**src/rtl/vga_timing_pkg.sv**
```systemverilog
`default_nettype none
// +----------------------------------------------------------------------+
// | vga_timing_pkg : 640x480@60 raster constants and coordinate type     |
// | Rev 1.0                                                               |
// +----------------------------------------------------------------------+
package vga_timing_pkg;

    localparam int VGA_H_ACTIVE = 640;
    localparam int VGA_H_FP     = 16;
    localparam int VGA_H_SYNC   = 96;
    localparam int VGA_H_BP     = 48;
    localparam int VGA_H_TOTAL  = VGA_H_ACTIVE + VGA_H_FP + VGA_H_SYNC + VGA_H_BP;

    localparam int VGA_V_ACTIVE = 480;
    localparam int VGA_V_FP     = 10;
    localparam int VGA_V_SYNC   = 2;
    localparam int VGA_V_BP     = 33;
    localparam int VGA_V_TOTAL  = VGA_V_ACTIVE + VGA_V_FP + VGA_V_SYNC + VGA_V_BP;

    localparam int VGA_HSYNC_START = VGA_H_ACTIVE + VGA_H_FP;
    localparam int VGA_HSYNC_END   = VGA_HSYNC_START + VGA_H_SYNC - 1;
    localparam int VGA_VSYNC_START = VGA_V_ACTIVE + VGA_V_FP;
    localparam int VGA_VSYNC_END   = VGA_VSYNC_START + VGA_V_SYNC - 1;

    localparam int COORD_W = 10;
    typedef logic [COORD_W-1:0] coord_t;

    function automatic coord_t wrap_inc(input coord_t v, input coord_t last);
        return (v == last) ? '0 : v + coord_t'(1);
    endfunction

    function automatic logic in_range(input coord_t v, input coord_t lo, input coord_t hi);
        return (v >= lo) && (v <= hi);
    endfunction

endpackage
`default_nettype wire

```
**src/rtl/sync_delay_line.sv**
```systemverilog
`default_nettype none
// +----------------------------------------------------------------------+
// | sync_delay_line : WIDTH x DEPTH shift register, per-bit reset value  |
// | Rev 1.0                                                               |
// +----------------------------------------------------------------------+
module sync_delay_line #(
    parameter int               WIDTH     = 3,
    parameter int               DEPTH     = 1,
    parameter logic [WIDTH-1:0] RESET_VAL = '0
) (
    input  logic             clk,
    input  logic             rst_n,
    input  logic [WIDTH-1:0] din,
    output logic [WIDTH-1:0] dout
);

    generate
        if (DEPTH == 0) begin : g_bypass
            logic unused_clk_rst;
            assign unused_clk_rst = clk ^ rst_n;
            assign dout = din;
        end else begin : g_pipe
            logic [WIDTH-1:0] stage [DEPTH];

            always_ff @(posedge clk or negedge rst_n) begin
                if (!rst_n) begin
                    for (int i = 0; i < DEPTH; i++) begin
                        stage[i] <= RESET_VAL;
                    end
                end else begin
                    stage[0] <= din;
                    for (int i = 1; i < DEPTH; i++) begin
                        stage[i] <= stage[i-1];
                    end
                end
            end

            assign dout = stage[DEPTH-1];
        end
    endgenerate

endmodule
`default_nettype wire

```
**src/rtl/vga_timing_gen.sv**
```systemverilog
`default_nettype none
// +----------------------------------------------------------------------+
// | vga_timing_gen : raster counters, visible/sync decode, frame counter |
// | Rev 1.0                                                               |
// +----------------------------------------------------------------------+
module vga_timing_gen
    import vga_timing_pkg::*;
#(
    parameter int H_ACTIVE = VGA_H_ACTIVE,
    parameter int H_FP     = VGA_H_FP,
    parameter int H_SYNC   = VGA_H_SYNC,
    parameter int H_BP     = VGA_H_BP,
    parameter int V_ACTIVE = VGA_V_ACTIVE,
    parameter int V_FP     = VGA_V_FP,
    parameter int V_SYNC   = VGA_V_SYNC,
    parameter int V_BP     = VGA_V_BP,
    parameter int SYNC_DLY = 1
) (
    input  logic       vga_clk,
    input  logic       reset_n,
    output coord_t     DrawX,
    output coord_t     DrawY,
    output logic       blank,
    output logic       line_start,
    output logic       frame_start,
    output logic [7:0] frame_cnt,
    output logic       hsync_o,
    output logic       vsync_o,
    output logic       blank_o
);

    localparam int H_TOTAL = H_ACTIVE + H_FP + H_SYNC + H_BP;
    localparam int V_TOTAL = V_ACTIVE + V_FP + V_SYNC + V_BP;

    localparam coord_t H_LAST   = coord_t'(H_TOTAL - 1);
    localparam coord_t V_LAST   = coord_t'(V_TOTAL - 1);
    localparam coord_t H_VIS    = coord_t'(H_ACTIVE);
    localparam coord_t V_VIS    = coord_t'(V_ACTIVE);
    localparam coord_t HS_START = coord_t'(H_ACTIVE + H_FP);
    localparam coord_t HS_END   = coord_t'(H_ACTIVE + H_FP + H_SYNC - 1);
    localparam coord_t VS_START = coord_t'(V_ACTIVE + V_FP);
    localparam coord_t VS_END   = coord_t'(V_ACTIVE + V_FP + V_SYNC - 1);

    localparam logic [2:0] DLY_RESET_VAL = 3'b110;

    generate
        if (SYNC_DLY < 0 || SYNC_DLY > 4 || H_TOTAL > 1024 || V_TOTAL > 1024) begin : g_param_check
            $error("vga_timing_gen: SYNC_DLY must be 0..4 and H/V totals must fit 10 bits");
        end
    endgenerate

    coord_t     hc;
    coord_t     vc;
    coord_t     hc_next;
    coord_t     vc_next;
    logic       frame_next;
    logic       hsync;
    logic       vsync;
    logic [2:0] dly_out;

    always_comb begin
        hc_next = wrap_inc(hc, H_LAST);
        vc_next = vc;
        if (hc == H_LAST) begin
            vc_next = wrap_inc(vc, V_LAST);
        end
        frame_next = (hc_next == '0) && (vc_next == '0);
    end

    // Decodes are taken from the next counter values so they line up with DrawX/DrawY.
    always_ff @(posedge vga_clk or negedge reset_n) begin
        if (!reset_n) begin
            hc          <= H_LAST;
            vc          <= V_LAST;
            blank       <= 1'b0;
            line_start  <= 1'b0;
            frame_start <= 1'b0;
            frame_cnt   <= 8'd0;
            hsync       <= 1'b1;
            vsync       <= 1'b1;
        end else begin
            hc          <= hc_next;
            vc          <= vc_next;
            blank       <= (hc_next < H_VIS) && (vc_next < V_VIS);
            line_start  <= (hc_next == '0);
            frame_start <= frame_next;
            if (frame_next) begin
                frame_cnt <= frame_cnt + 8'd1;
            end
            hsync       <= !in_range(hc_next, HS_START, HS_END);
            vsync       <= !in_range(vc_next, VS_START, VS_END);
        end
    end

    assign DrawX = hc;
    assign DrawY = vc;

    sync_delay_line #(
        .WIDTH     (3),
        .DEPTH     (SYNC_DLY),
        .RESET_VAL (DLY_RESET_VAL)
    ) u_sync_dly (
        .clk   (vga_clk),
        .rst_n (reset_n),
        .din   ({hsync, vsync, blank}),
        .dout  (dly_out)
    );

    assign {hsync_o, vsync_o, blank_o} = dly_out;

endmodule
`default_nettype wire
```
**config.mk**
```make
export PLATFORM = sky130hd
export DESIGN_NAME = vga_timing_gen
export DESIGN_NICKNAME = d
export VERILOG_FILES = /design/src/rtl/vga_timing_pkg.sv /design/src/rtl/sync_delay_line.sv /design/src/rtl/vga_timing_gen.sv
export SDC_FILE = /design/constraint.sdc
export NUM_CORES = 1
export LEC_CHECK = 0
export ABC_AREA = 1
export BUFFER_PORTS_ARGS = -buffer_cell sky130_fd_sc_hd__buf_2
export CORE_ASPECT_RATIO = 0.9
export CORE_MARGIN = 3
export CORE_UTILIZATION = 54
export CTS_BUF_LIST = sky130_fd_sc_hd__clkbuf_4
export DETAILED_ROUTE_END_ITERATION = 6
export GPL_TIMING_DRIVEN = 0
export HOLD_SLACK_MARGIN = 0.02
export PLACE_DENSITY = 0.77
export SLEW_MARGIN = 15
export SYNTH_ARGS = -nofsm -noshare
export SYNTH_HDL_FRONTEND = slang
export SYNTH_SLANG_ARGS = --single-unit
```
**constraint.sdc**
```tcl
create_clock -name vga_clk -period 5.7 [get_ports vga_clk]
set_input_delay 0.285 -clock vga_clk [delete_from_list [all_inputs] [get_ports vga_clk]]
set_output_delay 0.285 -clock vga_clk [all_outputs]
set_load 0.03 [all_outputs]
```
==> out/metrics.csv, run 1 <==
metric,value,unit
cpPeakStageDelay,600,ps
crit_family,simple AND/OR/NAND/NOR gates,
hp-class,reg2reg,
yosys.area.top_type_share,25.9,%
cp_max_fo,10,
drt-total-wl,4400,um
die_area,4720,um^2
synthToLayoutAreaGrowth,14.0,%
cts_resized,0,
yosys-top-cells-count,"nand2_1, inv_1, nand3_1",
p_total,0.396,mW
fin_tns_setup,0,ps
r2r_cells,16,
async_flop_share,100,%
p_leak,1.34,nW
crit_chain,ha_1 -> nand3_2 -> inv_2 -> nand2_2 -> nor2_4 -> buf_6 -> nand2_1 -> nand2_1 -> nand2_1 -> inv_1 -> nand2_1 -> nor2_4 -> buf_6 -> nand3_1 -> nand2_1 -> nand2_1,
synth.yosys.seq_area_share,43.2,%
slew_violations,0,
p_sw_share,23.2,%
pwr-share-clk,34.0,%
setup_viol,0,
die_width,72.1,um
power_density,163,nW/um^2
drive_gt1_share,26.4,%
cts_sinks,36,
fin_crit_sh,41.2,%
cts-root-buf,clkbuf_4,
crit_buf_inv,4,
fp.dieH,65.5,um
critPathMostFrequentCell,nand2_1,
dp_hpwl,3360,um
syn_nets,293,
reg2reg_slack,3350,ps
fmax,426,MHz
num_rows,20,
syn-cell-area,2120,um^2
synth_edf_count,0,
synth_area_per_cell,7.43,um^2
place.gp.congestion,0.893,
antenna_found_initial,0,
end_kind,register,
drt_iter0_markers,120,
portBuffers,35,
synth.most_common_cell,nand2_1,
rsz0062_at_grt,no,
synth_area_leaders,"dfrtp_1, dfstp_2, nand2_1, nand3_1, inv_1",
first_pass_iters,5,
grt_pass1_wl,7650,um
slew_headroom,49.4,%
diodes,0,
ir_worst_vdd,0.000126,V
clkTransAtPathRegs,110,ps
grt_max_degree,37,
wl_per_cell,11.8,um
syn-instance-count,286,
min_period,2350,ps
tightest_slew,758,ps
cts.path.max_buffers,2,
viasPerCell,5.00,
hold_viol,0,
yosys_most_used_dff,dfrtp_1,
p_sw,0.0918,mW
worstPathRequired,5920,ps
ys_types,27,
criticalPathCategory,reg2reg,
initial_utilization,59.4,%
r2r-start,DrawX[1],
p_int,0.304,mW
htreeDepth,2,
maxCapViolCount,0,
combPwrFrac,1.3,%
overflow,0,
skew,16.2,ps
drc,0,
arrival,2570,ps
slowest_stage,dfstp_2,
grt_util_all_layers,20.5,%
routed-via-count,1869,
core,3580,um^2
worstHoldEndpoint,u_sync_dly.dout[1],
ys_ff_latch,36,
startpoint_type,register,
ys_warn_count,0,
holdPathStages,0,
first_global_vias,1707,
nets,336,
io_pins,36,
worst_skew_pair.late_latency,340,ps
ant_nets,0,
regToRegEndpoint,frame_cnt[6],
seqPwrFrac,64.7,%
cts_made_buffers,5,
worstHoldStart,vsync,
yosysTopAreaCell,dfrtp_1,
cts_tree,yes,
status,"complete, no violations",
fillCellCount,303,
-- layer usage --
metal / wire length (um) / global-route usage [%]
met5: 0 / 0
met4: 30 / 5.63
met3: 190 / 4.13
met2: 1950 / 32.8
met1: 2230 / 28.3
-- sequential cells by signal, summed over array words and instances, names as in the netlist --
signal	count
u_sync_dly.dout	3
DrawY	10
hsync	1
blank	1
DrawX	10
frame_cnt	8
vsync	1
frame_start	1
line_start	1
-- how the worst max path moves through the flow --
| stage | startpoint | endpoint | slack [ps] | cells past startpoint |
|---|---|---|---|---|
| 6_report | DrawX[1] | frame_cnt[6] | 3350 | 16 |
| 5_1_grt | DrawX[1] | frame_cnt[0] | 3150 | 13 |
| 3_5_place_dp | DrawX[1] | frame_cnt[3] | 3360 | 13 |
| 4_1_cts | DrawX[1] | frame_cnt[6] | 3350 | 16 |
| 2_1_floorplan | DrawX[1] | frame_cnt[6] | 3500 | 14 |
| 3_3_place_gp | DrawX[1] | frame_cnt[6] | 3430 | 16 |
-- power by group through the flow --
stage          Combinational, mW  Clock [mW]  Sequential [mW]
5_1_grt                  0.00640       0.151            0.256
4_1_cts                  0.00570       0.140            0.256
6_report                 0.00528       0.135            0.256
2_1_floorplan        0.000000696           0            0.260
3_3_place_gp             0.00516           0            0.260
3_5_place_dp             0.00524           0            0.260
-- kinds of logic (layout without fill, tap and decap cells) --
family / Yosys count / after routing / share of synthesized area, %
xor gates and xnor gates: 3 / 3 / 1.24
DFF: 36 / 36 / 43.2
and+or+nand+nor: 187 / 187 / 40.7
adders and majority gates: 5 / 5 / 2.94
buffers and inverters: 49 / 93 / 9.95
AOI/OAI and AO/OA: 6 / 6 / 1.94
-- layout make-up --
| cell class | instances | area (um^2) | area share [%] |
|---|---|---|---|
| multi-input combinational | 201 | 995 | 41.1 |
| buffer | 6 | 50.0 | 2.07 |
| tap | 44 | 55.1 | 2.27 |
| timing repair buffer | 36 | 185 | 7.65 |
| sequential | 36 | 918 | 37.9 |
| inverter | 43 | 161 | 6.67 |
| clock inverter | 3 | 18.8 | 0.775 |
| clock buffer | 5 | 37.5 | 1.55 |
-- through the flow --
stage / setup slack (ps) / util [%] / hold WS, ps / area, um^2 / cells
finish: 3350 / 67.7 / 362 / 2420 / 374
global route: 3150 / 67.7 / 360 / 2420 / 374
CTS: 3350 / 67.7 / 363 / 2420 / 374
detailed placement: 3360 / 65.8 / 347 / 2350 / 365
global placement: 3430 / 65.8 / 345 / 2350 / 365
floorplan: 3500 / - / -10.6 / 2120 / 286
-- what timing repair did --
| item | CTS | global route |
|---|---|---|
| hold buffers | 1 | 0 |
| endpoints found under the hold margin | 7 | 0 |
| setup buffers | 0 | 0 |
-- cells in the final DEF, fill, tap and decap left out, types with 5 or more instances in the layout --
cell      count
nand3_1      31
clkbuf_4      5
buf_2        36
nand2_1      88
nand4_1      14
inv_1        41
dfrtp_1      22
nor2_1       29
nand2_2      12
ha_1          5
dfstp_2      14
Note: power is estimated with default switching activity, not from simulation.
==> run 2, diff against run 1 <==
--- a/config.mk
+++ b/config.mk
@@ -5,16 +5,16 @@
 export SDC_FILE = /design/constraint.sdc
 export NUM_CORES = 1
 export LEC_CHECK = 0
-export ABC_AREA = 1
+export ABC_AREA = 0
 export BUFFER_PORTS_ARGS = -buffer_cell sky130_fd_sc_hd__buf_2
 export CORE_ASPECT_RATIO = 0.9
 export CORE_MARGIN = 3
-export CORE_UTILIZATION = 54
+export CORE_UTILIZATION = 52
 export CTS_BUF_LIST = sky130_fd_sc_hd__clkbuf_4
 export DETAILED_ROUTE_END_ITERATION = 6
 export GPL_TIMING_DRIVEN = 0
 export HOLD_SLACK_MARGIN = 0.02
-export PLACE_DENSITY = 0.77
+export PLACE_DENSITY = 0.78
 export SLEW_MARGIN = 15
 export SYNTH_ARGS = -nofsm -noshare
 export SYNTH_HDL_FRONTEND = slang
==> constraint.sdc (replaced) <==
create_clock -name vga_clk -period 2 [get_ports vga_clk]
set_input_delay 0.1 -clock vga_clk [delete_from_list [all_inputs] [get_ports vga_clk]]
set_output_delay 0.1 -clock vga_clk [all_outputs]
set_load 0.03 [all_outputs]
==> run 2 against run 1 <==
Net effect: the run now ends with negative setup slack left; cell area grew 10%; global-route usage increased by 3.6 points; sequential power rose to 2.8 times the previous value; critical endpoint is now frame_cnt[1]; sequential share of layout area decreased by 3.5 points; combinational power increased to 3.0 times the previous value; largest cell class unchanged; first-iteration DRC count increased by 42%; fmax fell by 12%; via count is 3.0% lower; critical path type unchanged; synthesized cell count decreased by 34%; critical path depth shrank 8; die area fell by 5.5%.
==> out/metrics.csv, run 2 <==
metric,value,unit,change
status,finished with violations,,"was complete, no violations"
violations,negative setup slack,,
core,3450,um^2,was 3580 um^2
slew_headroom,46.6,%,was 49.4%
slew_violations,0,,unchanged
nets,267,,was 336
crit_buf_inv,1,,was 4
first_global_vias,1754,,was 1707
p_sw,0.272,mW,was 0.0918 mW
yosysTopAreaCell,dfrtp_1,,unchanged
grt_pass1_wl,8550,um,was 7650 um
antenna_found_initial,0,,unchanged
worstPathRequired,2240,ps,was 5920 ps
seqPwrFrac,57.0,%,was 64.7%
first_pass_iters,4,,was 5
regToRegEndpoint,frame_cnt[1],,was frame_cnt[6]
place.gp.congestion,0.851,,was 0.893
maxCapViolCount,0,,unchanged
crit_chain,nand2_4 -> or4_4 -> o211a_4 -> nand3b_1 -> nor4b_4 -> nand3_4 -> inv_4 -> mux2_4,,was ha_1 -> nand3_2 -> inv_2 -> nand2_2 -> nor2_4 -> buf_6 -> nand2_1 -> nand2_1 -> nand2_1 -> inv_1 -> nand2_1 -> nor2_4 -> buf_6 -> nand3_1 -> nand2_1 -> nand2_1
setup_viol,13,,was 0
yosys_most_used_dff,dfrtp_1,,unchanged
min_period,2670,ps,was 2350 ps
cp.depth,8,,was 16
synth.yosys.seq_area_share,47.8,%,was 43.2%
portBuffers,35,,unchanged
drive_gt1_share,49.4,%,was 26.4%
placed_area,2200,um^2,was 2350 um^2
p_sw_share,21.3,%,was 23.2%
cts_sinks,36,,unchanged
combPwrFrac,1.2,%,was 1.3%
syn-cell-area,1920,um^2,was 2120 um^2
layout_setup_ws,-670,ps,was 3350 ps
criticalPathCategory,reg2reg,,unchanged
drt_iter0_markers,170,,was 120
fin_crit_sh,133,%,was 41.2%
synth_area_per_cell,10.2,um^2,was 7.43 um^2
fp.dieH,63.7,um,was 65.5 um
synth.most_common_cell,dfrtp_1,,was nand2_1
overflow,0,,unchanged
r2r_cells,8,,was 16
ys_warn_count,0,,unchanged
skew,18.5,ps,was 16.2 ps
grt_util_all_layers,24.2,%,was 20.5%
p_leak,1.25,nW,was 1.34 nW
async_flop_share,100,%,unchanged
reg2reg_slack,-670,ps,was 3350 ps
crit_end,frame_cnt[1],,was frame_cnt[6]
yosys.area.top_type_share,28.6,%,was 25.9%
p_int,1.01,mW,was 0.304 mW
ir_worst_vdd,0.000489,V,was 0.000126 V
routed-via-count,1813,,was 1869
final_common_cell,buf_2,,was nand2_1
arrival,2910,ps,was 2570 ps
rsz0062_at_grt,yes,,was no
ys_ff_latch,36,,unchanged
cpPeakStageDelay,620,ps,was 600 ps
slowest_stage,dfstp_2,,unchanged
hold_viol,0,,unchanged
cts_tree,yes,,unchanged
worst_skew_pair.late_latency,350,ps,was 340 ps
synth_area_leaders,"dfrtp_1, dfstp_2, xnor2_1, xor2_1, o21ai_0",,"was dfrtp_1, dfstp_2, nand2_1, nand3_1, inv_1"
syn-instance-count,188,,was 286
wl_per_cell,18.0,um,was 11.8 um
cts-root-buf,clkbuf_4,,unchanged
num_rows,20,,unchanged
synth_edf_count,0,,unchanged
stdcell_area,2670,um^2,was 2420 um^2
cts_made_buffers,5,,unchanged
drc,0,,unchanged
dp_hpwl,2900,um,was 3360 um
yosys-top-cells-count,"dfrtp_1, nand2_1, dfstp_2",,"was nand2_1, inv_1, nand3_1"
ant_nets,0,,unchanged
end_kind,register,,unchanged
r2r-start,DrawX[4],,was DrawX[1]
synthToLayoutAreaGrowth,39.0,%,was 14.0%
tightest_slew,801,ps,was 758 ps
crit_family,simple AND/OR/NAND/NOR gates,,unchanged
die_width,70.1,um,was 72.1 um
die_area,4460,um^2,was 4720 um^2
drt-total-wl,5490,um,was 4400 um
grt_max_degree,37,,unchanged
io_pins,36,,unchanged
initial_utilization,55.7,%,was 59.4%
cts.path.max_buffers,2,,unchanged
ys_types,49,,was 27
hp-class,in2async,,was reg2reg
cp_max_fo,6,,was 10
viasPerCell,5.94,,was 5.00
p_total,1.28,mW,was 0.396 mW
setup.worst_path.start,DrawX[4],,was DrawX[1]
power_density,478,nW/um^2,was 163 nW/um^2
startpoint_type,register,,unchanged
final_cell_mix,"buf_2, buf_4, dfrtp_1",,"was nand2_1, inv_1, buf_2"
pwr-share-clk,41.8,%,was 34.0%
diodes,0,,unchanged
htreeDepth,2,,unchanged
syn_nets,195,,was 293
fmax,375,MHz,was 426 MHz
clkTransAtPathRegs,120,ps,was 110 ps
run 2: cells by family after synthesis:
kind of cell / after synthesis / synth area share [%]
flip-flops: 36 / 47.8
buffers and inverters: 18 / 4.29
XOR/XNOR: 20 / 9.11
AND/OR/NAND/NOR: 70 / 22.3
multiplexers: 3 / 1.69
AO/OA/AOI/OAI: 36 / 11.6
adder cells (fa/ha/maj): 5 / 3.25
run 2: worst min-delay path by stage:
stage | from | to | slack, ps | cells after the start
after floorplan | reset_n | DrawX[5] | -200 | 0
after global placement | reset_n | DrawX[5] | 220 | 1
after detailed placement | reset_n | DrawX[5] | 230 | 1
after CTS | vsync | u_sync_dly.dout[1] | 370 | 0
after global routing | vsync | u_sync_dly.dout[1] | 360 | 0
final | reset_n | line_start | 360 | 2
run 2: layout make-up:
| class | count | area [um^2] |
|---|---|---|
| well taps | 44 | 55.1 |
| fillers | 210 | 779 |
| plain buffers | 6 | 52.6 |
| inverters | 8 | 32.5 |
| repair buffers | 69 | 470 |
| multi-input cells | 134 | 1060 |
| clock inverters | 2 | 35.0 |
| clock buffers | 6 | 45.0 |
| flip-flops and latches | 36 | 921 |
run 2: routing by layer:
metal	GRT usage [%]	wire (um)	up-vias
met4	8.85	157	0
met1	30.8	2250	888
met5	0	0	-
met3	5.90	371	20
met2	39.9	2710	95
li1	-	-	810
run 2: repair_timing:
action / 4_1_cts / 5_1_grt
resized for setup: 33 / 13
buffers inserted: 34 / 7
hold endpoints to repair: 22 / 0
hold buffers: 1 / 0
endpoints found under the setup margin: 13 / 20
pin swaps: 15 / 10
run 2: power by group through the flow:
stage | sequential (mW) | combinational (mW) | clock [mW]
6_report | 0.729 | 0.0158 | 0.534
5_1_grt | 0.730 | 0.0186 | 0.583
4_1_cts | 0.729 | 0.0166 | 0.532
3_5_place_dp | 0.742 | 0.0152 | 0
3_3_place_gp | 0.742 | 0.0149 | 0
2_1_floorplan | 0.742 | 0.000000391 | 0
run 2: through the flow:
stage               hold slack, ps  setup WS, ps  cells  util [%]  setup TNS [ps]
floorplan                     -196          -756    188         -           -5720
global placement               218          -772    267      63.7           -6390
detailed placement             226          -805    267      63.7           -6890
CTS                            367          -576    304      75.8           -4820
global route                   357          -789    305      77.4           -7220
finish                         361          -670    305      77.4           -5990
